## src/rtl/vtg_mux_arbiter.sv

```systemverilog
// Round-robin arbiter for the shared vtg_mux 2:1 datapath between requesters X and Y.
// Owns the registered select line and issues break-before-make one-hot grants with bounded hold.
module vtg_mux_arbiter #(
    parameter int MAX_HOLD = 8,
    parameter int CNT_W    = 4
) (
    input  logic       clk,
    input  logic       rst,
    input  logic       req_x,
    input  logic       req_y,
    output logic       sel,
    output logic       gnt_x,
    output logic       gnt_y,
    output logic       busy,
    output logic [1:0] dbg_state
);

    localparam logic [1:0] S_IDLE   = 2'd0;
    localparam logic [1:0] S_GNT_X  = 2'd1;
    localparam logic [1:0] S_GNT_Y  = 2'd2;
    localparam logic [1:0] S_SWITCH = 2'd3;

    localparam logic             PREEMPT_EN = (MAX_HOLD != 0);
    localparam logic [CNT_W-1:0] HOLD_LAST  = (MAX_HOLD == 0) ? '0 : CNT_W'(MAX_HOLD - 1);
    localparam logic [CNT_W-1:0] CNT_MAX    = '1;

    logic [1:0]       r_state;
    logic             r_sel;
    logic             r_gnt_x;
    logic             r_gnt_y;
    logic             r_busy;
    logic             r_last;
    logic [CNT_W-1:0] r_hold_cnt;

    logic [1:0]       w_state_nxt;
    logic             w_sel_nxt;
    logic             w_last_nxt;
    logic [CNT_W-1:0] w_hold_nxt;
    logic             w_idle_tgt;
    logic             w_req_side;
    logic             w_req_other;

    // Outside IDLE, sel always names the side that owns (or is about to own) the mux.
    assign w_idle_tgt  = (req_x && req_y) ? ~r_last : req_y;
    assign w_req_side  = r_sel ? req_y : req_x;
    assign w_req_other = r_sel ? req_x : req_y;

    always_comb begin
        w_state_nxt = r_state;
        w_sel_nxt   = r_sel;
        w_last_nxt  = r_last;
        w_hold_nxt  = r_hold_cnt;
        case (r_state)
            S_IDLE: begin
                if (req_x || req_y) begin
                    if (w_idle_tgt == r_sel) begin
                        w_state_nxt = w_idle_tgt ? S_GNT_Y : S_GNT_X;
                        w_hold_nxt  = '0;
                    end else begin
                        w_state_nxt = S_SWITCH;
                        w_sel_nxt   = w_idle_tgt;
                    end
                end
            end
            S_GNT_X, S_GNT_Y: begin
                if (!w_req_side) begin
                    w_last_nxt = r_sel;
                    if (w_req_other) begin
                        w_state_nxt = S_SWITCH;
                        w_sel_nxt   = ~r_sel;
                    end else begin
                        w_state_nxt = S_IDLE;
                    end
                end else if (PREEMPT_EN && w_req_other && (r_hold_cnt == HOLD_LAST)) begin
                    w_last_nxt  = r_sel;
                    w_state_nxt = S_SWITCH;
                    w_sel_nxt   = ~r_sel;
                end else if (w_req_other && (r_hold_cnt != CNT_MAX)) begin
                    w_hold_nxt = r_hold_cnt + 1'b1;
                end
            end
            S_SWITCH: begin
                if (w_req_side) begin
                    w_state_nxt = r_sel ? S_GNT_Y : S_GNT_X;
                    w_hold_nxt  = '0;
                end else if (w_req_other) begin
                    w_sel_nxt = ~r_sel;
                end else begin
                    w_state_nxt = S_IDLE;
                end
            end
            default: begin
                w_state_nxt = S_IDLE;
            end
        endcase
    end

    always_ff @(posedge clk or negedge rst) begin
        if (!rst) begin
            r_state    <= S_IDLE;
            r_sel      <= 1'b0;
            r_gnt_x    <= 1'b0;
            r_gnt_y    <= 1'b0;
            r_busy     <= 1'b0;
            r_last     <= 1'b1;
            r_hold_cnt <= '0;
        end else begin
            r_state    <= w_state_nxt;
            r_sel      <= w_sel_nxt;
            r_gnt_x    <= (w_state_nxt == S_GNT_X);
            r_gnt_y    <= (w_state_nxt == S_GNT_Y);
            r_busy     <= (w_state_nxt != S_IDLE);
            r_last     <= w_last_nxt;
            r_hold_cnt <= w_hold_nxt;
        end
    end

    assign sel       = r_sel;
    assign gnt_x     = r_gnt_x;
    assign gnt_y     = r_gnt_y;
    assign busy      = r_busy;
    assign dbg_state = r_state;

endmodule

```

## config.mk

```make
export PLATFORM = sky130hd
export DESIGN_NAME = vtg_mux_arbiter
export DESIGN_NICKNAME = d
export VERILOG_FILES = /design/src/rtl/vtg_mux_arbiter.sv
export SDC_FILE = /design/constraint.sdc
export NUM_CORES = 1
export LEC_CHECK = 0
export ABC_AREA = 0
export CELL_PAD_IN_SITES_DETAIL_PLACEMENT = 1
export CELL_PAD_IN_SITES_GLOBAL_PLACEMENT = 2
export CORE_MARGIN = 2
export CORE_UTILIZATION = 25
export DETAILED_ROUTE_END_ITERATION = 7
export PLACE_DENSITY = 0.71
export SKIP_LAST_GASP = 1
export SYNTH_ARGS = -nofsm -noshare
export SYNTH_HDL_FRONTEND = slang
export SYNTH_SLANG_ARGS = --single-unit
```

## constraint.sdc

```tcl
create_clock -name clk -period 2.18 [get_ports clk]
set_clock_uncertainty 0.1 [all_clocks]
set_input_delay 0.327 -clock clk [delete_from_list [all_inputs] [get_ports clk]]
set_output_delay 0.327 -clock clk [all_outputs]
set_load 0.02 [all_outputs]
```

==> impl_metrics.env, run 1 <==
export IMPL_cp_data_arrival_time_ns=2.13
export IMPL_critPathLaunchType="primary input"
export IMPL_grt_util_all_layers=0.121
export IMPL_final_layout_size_suffix_gt1_frac=0.217
export IMPL_syn_area_sq_um=828
export IMPL_crit_path_frequent_cell="inv_1"
export IMPL_regArea_sq_um=277
export IMPL_cts_tree="done"
export IMPL_ctsHoldBuffers=0
export IMPL_multiInputGateArea_sq_um=485
export IMPL_avgRoutedWirePerCell_microns=13.5
export IMPL_initial_core_util=0.267
export IMPL_leakage_nw=0.442
export IMPL_htreeDepth=1
export IMPL_synthXorXnorAreaFrac=0.0211
export IMPL_synth_area_per_cell_sq_um=9.20
export IMPL_cp_required_ns=2.24
export IMPL_synth_area_leaders="dfrtp_1 (30%), a221oi_4 (9.5%), ha_1 (9.1%)"
export IMPL_power_density_mw_per_mm2=1420
export IMPL_core_sq_mm=0.00310
export IMPL_worst_path_buf_inv=3
export IMPL_max_slew_margin_rel=0.656
export IMPL_io_pins=10
export IMPL_drt_iter0_drc=17
export IMPL_status="completed"
export IMPL_rsz0062_at_grt="false"
export IMPL_tightest_slew_ns=0.514
export IMPL_routed_via_density=4.63
export IMPL_post_cts_buffers=0
export IMPL_muxShareOfSynthArea=0.0302
export IMPL_cp_slowest_cell="clkdlybuf4s50_1"
export IMPL_synthAdderAreaFrac=0.0906
export IMPL_layout_commonest_cell="nand2_1"
export IMPL_syn2layout_area_growth_pct=23.6
export IMPL_synth_top_family_by_area="compound AO/OA/AOI/OAI gates"
export IMPL_syn_inst=90
export IMPL_synth_compound_area_frac=0.245
export IMPL_dieArea_sq_mm=0.00379
export IMPL_io_buffers=9
export IMPL_finalCritPeriodShare=0.949
export IMPL_grt_max_degree=13
export IMPL_finalNetCount=117
export IMPL_grt_pass1_vias=680
export IMPL_num_vias=695
export IMPL_diodes=0
export IMPL_cts_sink_count=11
export IMPL_nFillCells=398
export IMPL_fin_util=0.330
export IMPL_worstPathCellList="clkdlybuf4s50_1 > inv_1 > a21oi_1 > inv_1 > ha_1 > a222oi_1 > and2_1 > nor2_1"
export IMPL_max_cap_viol_count=0
export IMPL_synthDistinctLibCells=32
export IMPL_setup_viol=0
export IMPL_firstDrtPassIters=4
export IMPL_worstPathMaxFanout=3
export IMPL_criticalPathCategory="primary input to flip-flop"
export IMPL_r2r_start="dbg_state[1]"
export IMPL_hpwl_microns=1580
export IMPL_seq_area_frac_synth=0.334
export IMPL_antenna_found_initial=0
export IMPL_cts_resized=0
export IMPL_die_y_microns=61.6
export IMPL_synth_top_area_share=0.302
export IMPL_fin_crit_ns=2.07
export IMPL_hold_slack_ns=0.288
export IMPL_clk_latency_ns=0.27
export IMPL_gp_congestion=0.760
export IMPL_ir_worst_vdd_mv=0.439
export IMPL_maxSlewViolCount=0
export IMPL_ys_ff_latch=11
export IMPL_hp_class="primary input to async pin"
export IMPL_grt_overflow=0
export IMPL_cts_buffers=3
export IMPL_max_freq_ghz=0.483
export IMPL_drc=0
export IMPL_yosys_area_share_simple=0.199
export IMPL_slowest_delay_ns=0.47
export IMPL_synth_nets=100
export IMPL_mostFrequentLayoutCells="nand2_1 (11), dfrtp_1 (10), clkdlybuf4s50_1 (9)"
export IMPL_die_w_microns=61.6
export IMPL_critical_path_top_delay_family="buffers and inverters"
export IMPL_hold_viol_final=0
export IMPL_yosys_warnings=0
export IMPL_clk_pin_slew_worst_paths_ns=0.08
export IMPL_end_kind="flip-flop"
export IMPL_crit_path_start="req_y"
export IMPL_num_rows=20
export IMPL_yosys_area_top_type="dfrtp_1"
export IMPL_grt_first_pass_wirelength_microns=3250
export IMPL_finalWirelength_microns=2020
export IMPL_cts_root_buf="clkbuf_4"
export IMPL_drtAntennaViolNets=0
export IMPL_clock_path_buffers=2
[final cells by class]
class                   instances  share of cell area
flip-flops and latches         11               0.270
multi-input cells              65               0.474
repair buffers                 16               0.139
clock buffers                   4              0.0257
inverters                      10              0.0367
well taps                      44              0.0538
[synthesized netlist by cell type, drive strengths merged]
master / number
mux2i: 1
nand3: 2
xnor2: 1
dfstp: 1
a222oi: 1
dfrtp: 10
ha: 6
inv: 10
mux2: 1
a22oi: 1
o31ai: 1
and2: 1
nor2: 9
nand2: 11
o22ai: 1
buf: 4
xor2: 1
nor3: 1
nor2b: 2
nand4: 2
o21ai: 11
a21oi: 5
o32ai: 1
a221oi: 3
nand2b: 3
[metrics by stage]
step	std cells	setup WS (ns)	cell area [sq um]	TNS [ns]	power (mW)
after floorplan	90	0.235	828	0	1.03
after global placement	146	-0.102	997	-0.383	1.29
after detailed placement	146	-0.205	997	-0.833	1.31
after CTS	150	0.0789	1020	0	1.46
after global routing	150	0.00138	1020	0	1.57
final	150	0.111	1020	0	1.45
[report_power, final]
group,total (mW),internal (mW),switching [mW]
clock,0.146,0.0709,0.0749
sequential,0.345,0.286,0.0594
combinational,0.960,0.418,0.542
[sequential cells by signal, summed over array words and instances, names as in the netlist]
register / count
busy: 1
dbg_state: 2
gnt_x: 1
gnt_y: 1
r_hold_cnt: 4
r_last: 1
sel: 1
[path summary, 6_finish.rpt]
kind / to / slack, ns / cells after the start
min: r_hold_cnt[3] / 0.29 / 1
max reg2reg: busy / 0.23 / 6
min in group clk: r_last / 0.39 / 2
max in group asynchronous: r_last / 1.33 / 1
max: r_hold_cnt[0] / 0.11 / 8
min reg2reg: r_last / 0.39 / 2
[kinds of logic after synthesis]
group | after synthesis
and+or+nand+nor | 31
AOI/OAI and AO/OA | 24
buffers and inverters | 14
DFF | 11
adders and majority gates | 6
xor gates and xnor gates | 2
muxes | 2
[per-layer routing]
metal | GRT usage | part of all wire
met5 | 0 | 0
met4 | 0.0547 | 0.015
met1 | 0.169 | 0.51
met3 | 0.0189 | 0.025
met2 | 0.183 | 0.44
No activity file was read; power rests on OpenSTA's default activity.
==> run 2: changes to the inputs <==
--- a/config.mk
+++ b/config.mk
@@ -9,9 +9,9 @@
 export CELL_PAD_IN_SITES_DETAIL_PLACEMENT = 1
 export CELL_PAD_IN_SITES_GLOBAL_PLACEMENT = 2
 export CORE_MARGIN = 2
-export CORE_UTILIZATION = 25
+export CORE_UTILIZATION = 33
 export DETAILED_ROUTE_END_ITERATION = 7
-export PLACE_DENSITY = 0.71
+export PLACE_DENSITY = 0.86
 export SKIP_LAST_GASP = 1
 export SYNTH_ARGS = -nofsm -noshare
 export SYNTH_HDL_FRONTEND = slang
==> run 2 against run 1 <==
Effect of this change: final area is 0.12% higher; cell count is 8.0% lower; critical endpoint is now r_hold_cnt[2]; via count is 2.3% higher; critical path type unchanged; total power is 1.7% higher; utilization is 9.1 points higher.
==> impl_metrics.env, run 2 (synthesis gave the netlist of run 1 again) <==
export IMPL_status="completed"
export IMPL_place_inst=134
export IMPL_worstPathCellList="clkdlybuf4s50_1 > inv_1 > a21oi_2 > inv_1 > ha_1 > a222oi_1 > and2_1 > nor2_1"
export IMPL_htreeDepth=1
export IMPL_final_layout_size_suffix_gt1_frac=0.241
export IMPL_gp_congestion=0.739
export IMPL_crit_cells=8
export IMPL_power_density_mw_per_mm2=1440
export IMPL_tightest_slew_ns=0.552
export IMPL_final_cell_area_sq_mm=0.00102
export IMPL_hp_class="primary input to async pin"
export IMPL_drc=0
export IMPL_core_sq_mm=0.00243
export IMPL_end_kind="flip-flop"
export IMPL_largest_register_ffs=4
export IMPL_die_w_microns=54.1
export IMPL_grt_max_degree=13
export IMPL_fin_crit_ns=2.05
export IMPL_max_freq_ghz=0.488
export IMPL_grt_overflow=0
export IMPL_grt_util_all_layers=0.166
export IMPL_worst_path_buf_inv=3
export IMPL_clk_latency_ns=0.28
export IMPL_avgRoutedWirePerCell_microns=14.5
export IMPL_worstRegToRegCells=6
export IMPL_hpwl_microns=1640
export IMPL_placed_cell_area_sq_um=995
export IMPL_drt_iter0_drc=12
export IMPL_r2r_setup_slack_ns=0.28
export IMPL_r2r_end="r_hold_cnt[2]"
export IMPL_max_cap_viol_count=0
export IMPL_num_vias=711
export IMPL_nFillCells=286
export IMPL_slowest_delay_ns=0.48
export IMPL_cts_sink_count=11
export IMPL_die_y_microns=54.1
export IMPL_clock_path_buffers=2
export IMPL_io_buffers=9
export IMPL_maxSlewViolCount=0
export IMPL_finalNetCount=119
export IMPL_finalWirelength_microns=2000
export IMPL_syn2layout_area_growth_pct=23.7
export IMPL_clk_pin_slew_worst_paths_ns=0.08
export IMPL_cp_data_arrival_time_ns=2.12
export IMPL_criticalPathCategory="primary input to flip-flop"
export IMPL_io_pins=10
export IMPL_cts_tree="done"
export IMPL_post_cts_buffers=0
export IMPL_drtAntennaViolNets=0
export IMPL_setup_viol=0
export IMPL_hold_viol_final=0
export IMPL_routed_via_density=5.15
export IMPL_cts_buffers=3
export IMPL_grt_first_pass_wirelength_microns=3330
export IMPL_firstDrtPassIters=4
export IMPL_diodes=0
export IMPL_critical_path_top_delay_family="buffers and inverters"
export IMPL_hold_slack_ns=0.300
export IMPL_layout_commonest_cell="nand2_1"
export IMPL_grt_pass1_vias=734
export IMPL_dieArea_sq_mm=0.00293
export IMPL_max_slew_margin_rel=0.631
export IMPL_leakage_nw=0.452
export IMPL_r2r_start="r_last"
export IMPL_top_register="r_hold_cnt"
export IMPL_num_rows=18
export IMPL_critPathLaunchType="primary input"
export IMPL_antenna_found_initial=0
export IMPL_initial_core_util=0.341
export IMPL_finalCritPeriodShare=0.940
export IMPL_worstPathMaxFanout=3
export IMPL_crit_path_frequent_cell="inv_1"
export IMPL_cts_root_buf="clkbuf_4"
export IMPL_cp_required_ns=2.25
export IMPL_ir_worst_vdd_mv=0.630
export IMPL_mostFrequentLayoutCells="nand2_1 (11), dfrtp_1 (10), clkdlybuf4s50_1 (9), buf_4 (9), inv_1 (8)"
export IMPL_rsz0062_at_grt="false"
export IMPL_cp_slowest_cell="clkdlybuf4s50_1"
export IMPL_stdcell_count=138
==> run 2: cell types whose count changed in the layout (fill, tap and decap cells not counted), sizes merged <==
cell  before  now
buf        7    9
==> run 2: cell type report <==
class	instances	area (sq um)	share of cell area
Sequential cell	11	277	0.270
Timing Repair Buffer	18	158	0.154
Tap cell	30	37.5	0.0366
Multi-Input combinational cell	65	489	0.477
Inverter	10	37.5	0.0366
Clock buffer	4	26.3	0.0256
==> run 2: worst max path at each step <==
| stage | from | endpoint | slack [ns] |
|---|---|---|---|
| after CTS | req_y | r_hold_cnt[2] | 0.08 |
| after floorplan | req_y | r_hold_cnt[3] | 0.23 |
| after detailed placement | req_y | r_hold_cnt[2] | -0.22 |
| after global routing | req_y | r_hold_cnt[0] | 0.04 |
| final | req_y | r_hold_cnt[2] | 0.13 |
| after global placement | req_y | r_hold_cnt[0] | -0.13 |
==> run 2: what timing repair did <==
action,in CTS,in global routing
resized for setup,0,1
hold buffers,0,0
hold endpoints to repair,0,0
setup endpoints to repair,0,3
==> run 2: layer usage <==
metal,track usage,vias to the layer above,part of all wire
met2,0.287,10,0.53
met4,0.0833,0,0.013
li1,-,345,-
met1,0.180,352,0.43
met3,0.0528,4,0.025
met5,0,-,0
==> run 2: power breakdown <==
group	switching, mW	internal [mW]
clock network	0.0735	0.0710
logic	0.562	0.440
registers	0.0422	0.286
total	0.678	0.797
==> run 2: through the flow <==
| stage | setup TNS (ns) | setup WS (ns) | power, mW | utilization |
|---|---|---|---|---|
| 6_report | 0 | 0.132 | 1.48 | 0.421 |
| 3_3_place_gp | -0.478 | -0.135 | 1.30 | 0.409 |
| 2_1_floorplan | 0 | 0.235 | 1.03 | - |
| 4_1_cts | 0 | 0.0757 | 1.49 | 0.420 |
| 3_5_place_dp | -0.843 | -0.223 | 1.34 | 0.409 |
| 5_1_grt | 0 | 0.0352 | 1.61 | 0.421 |
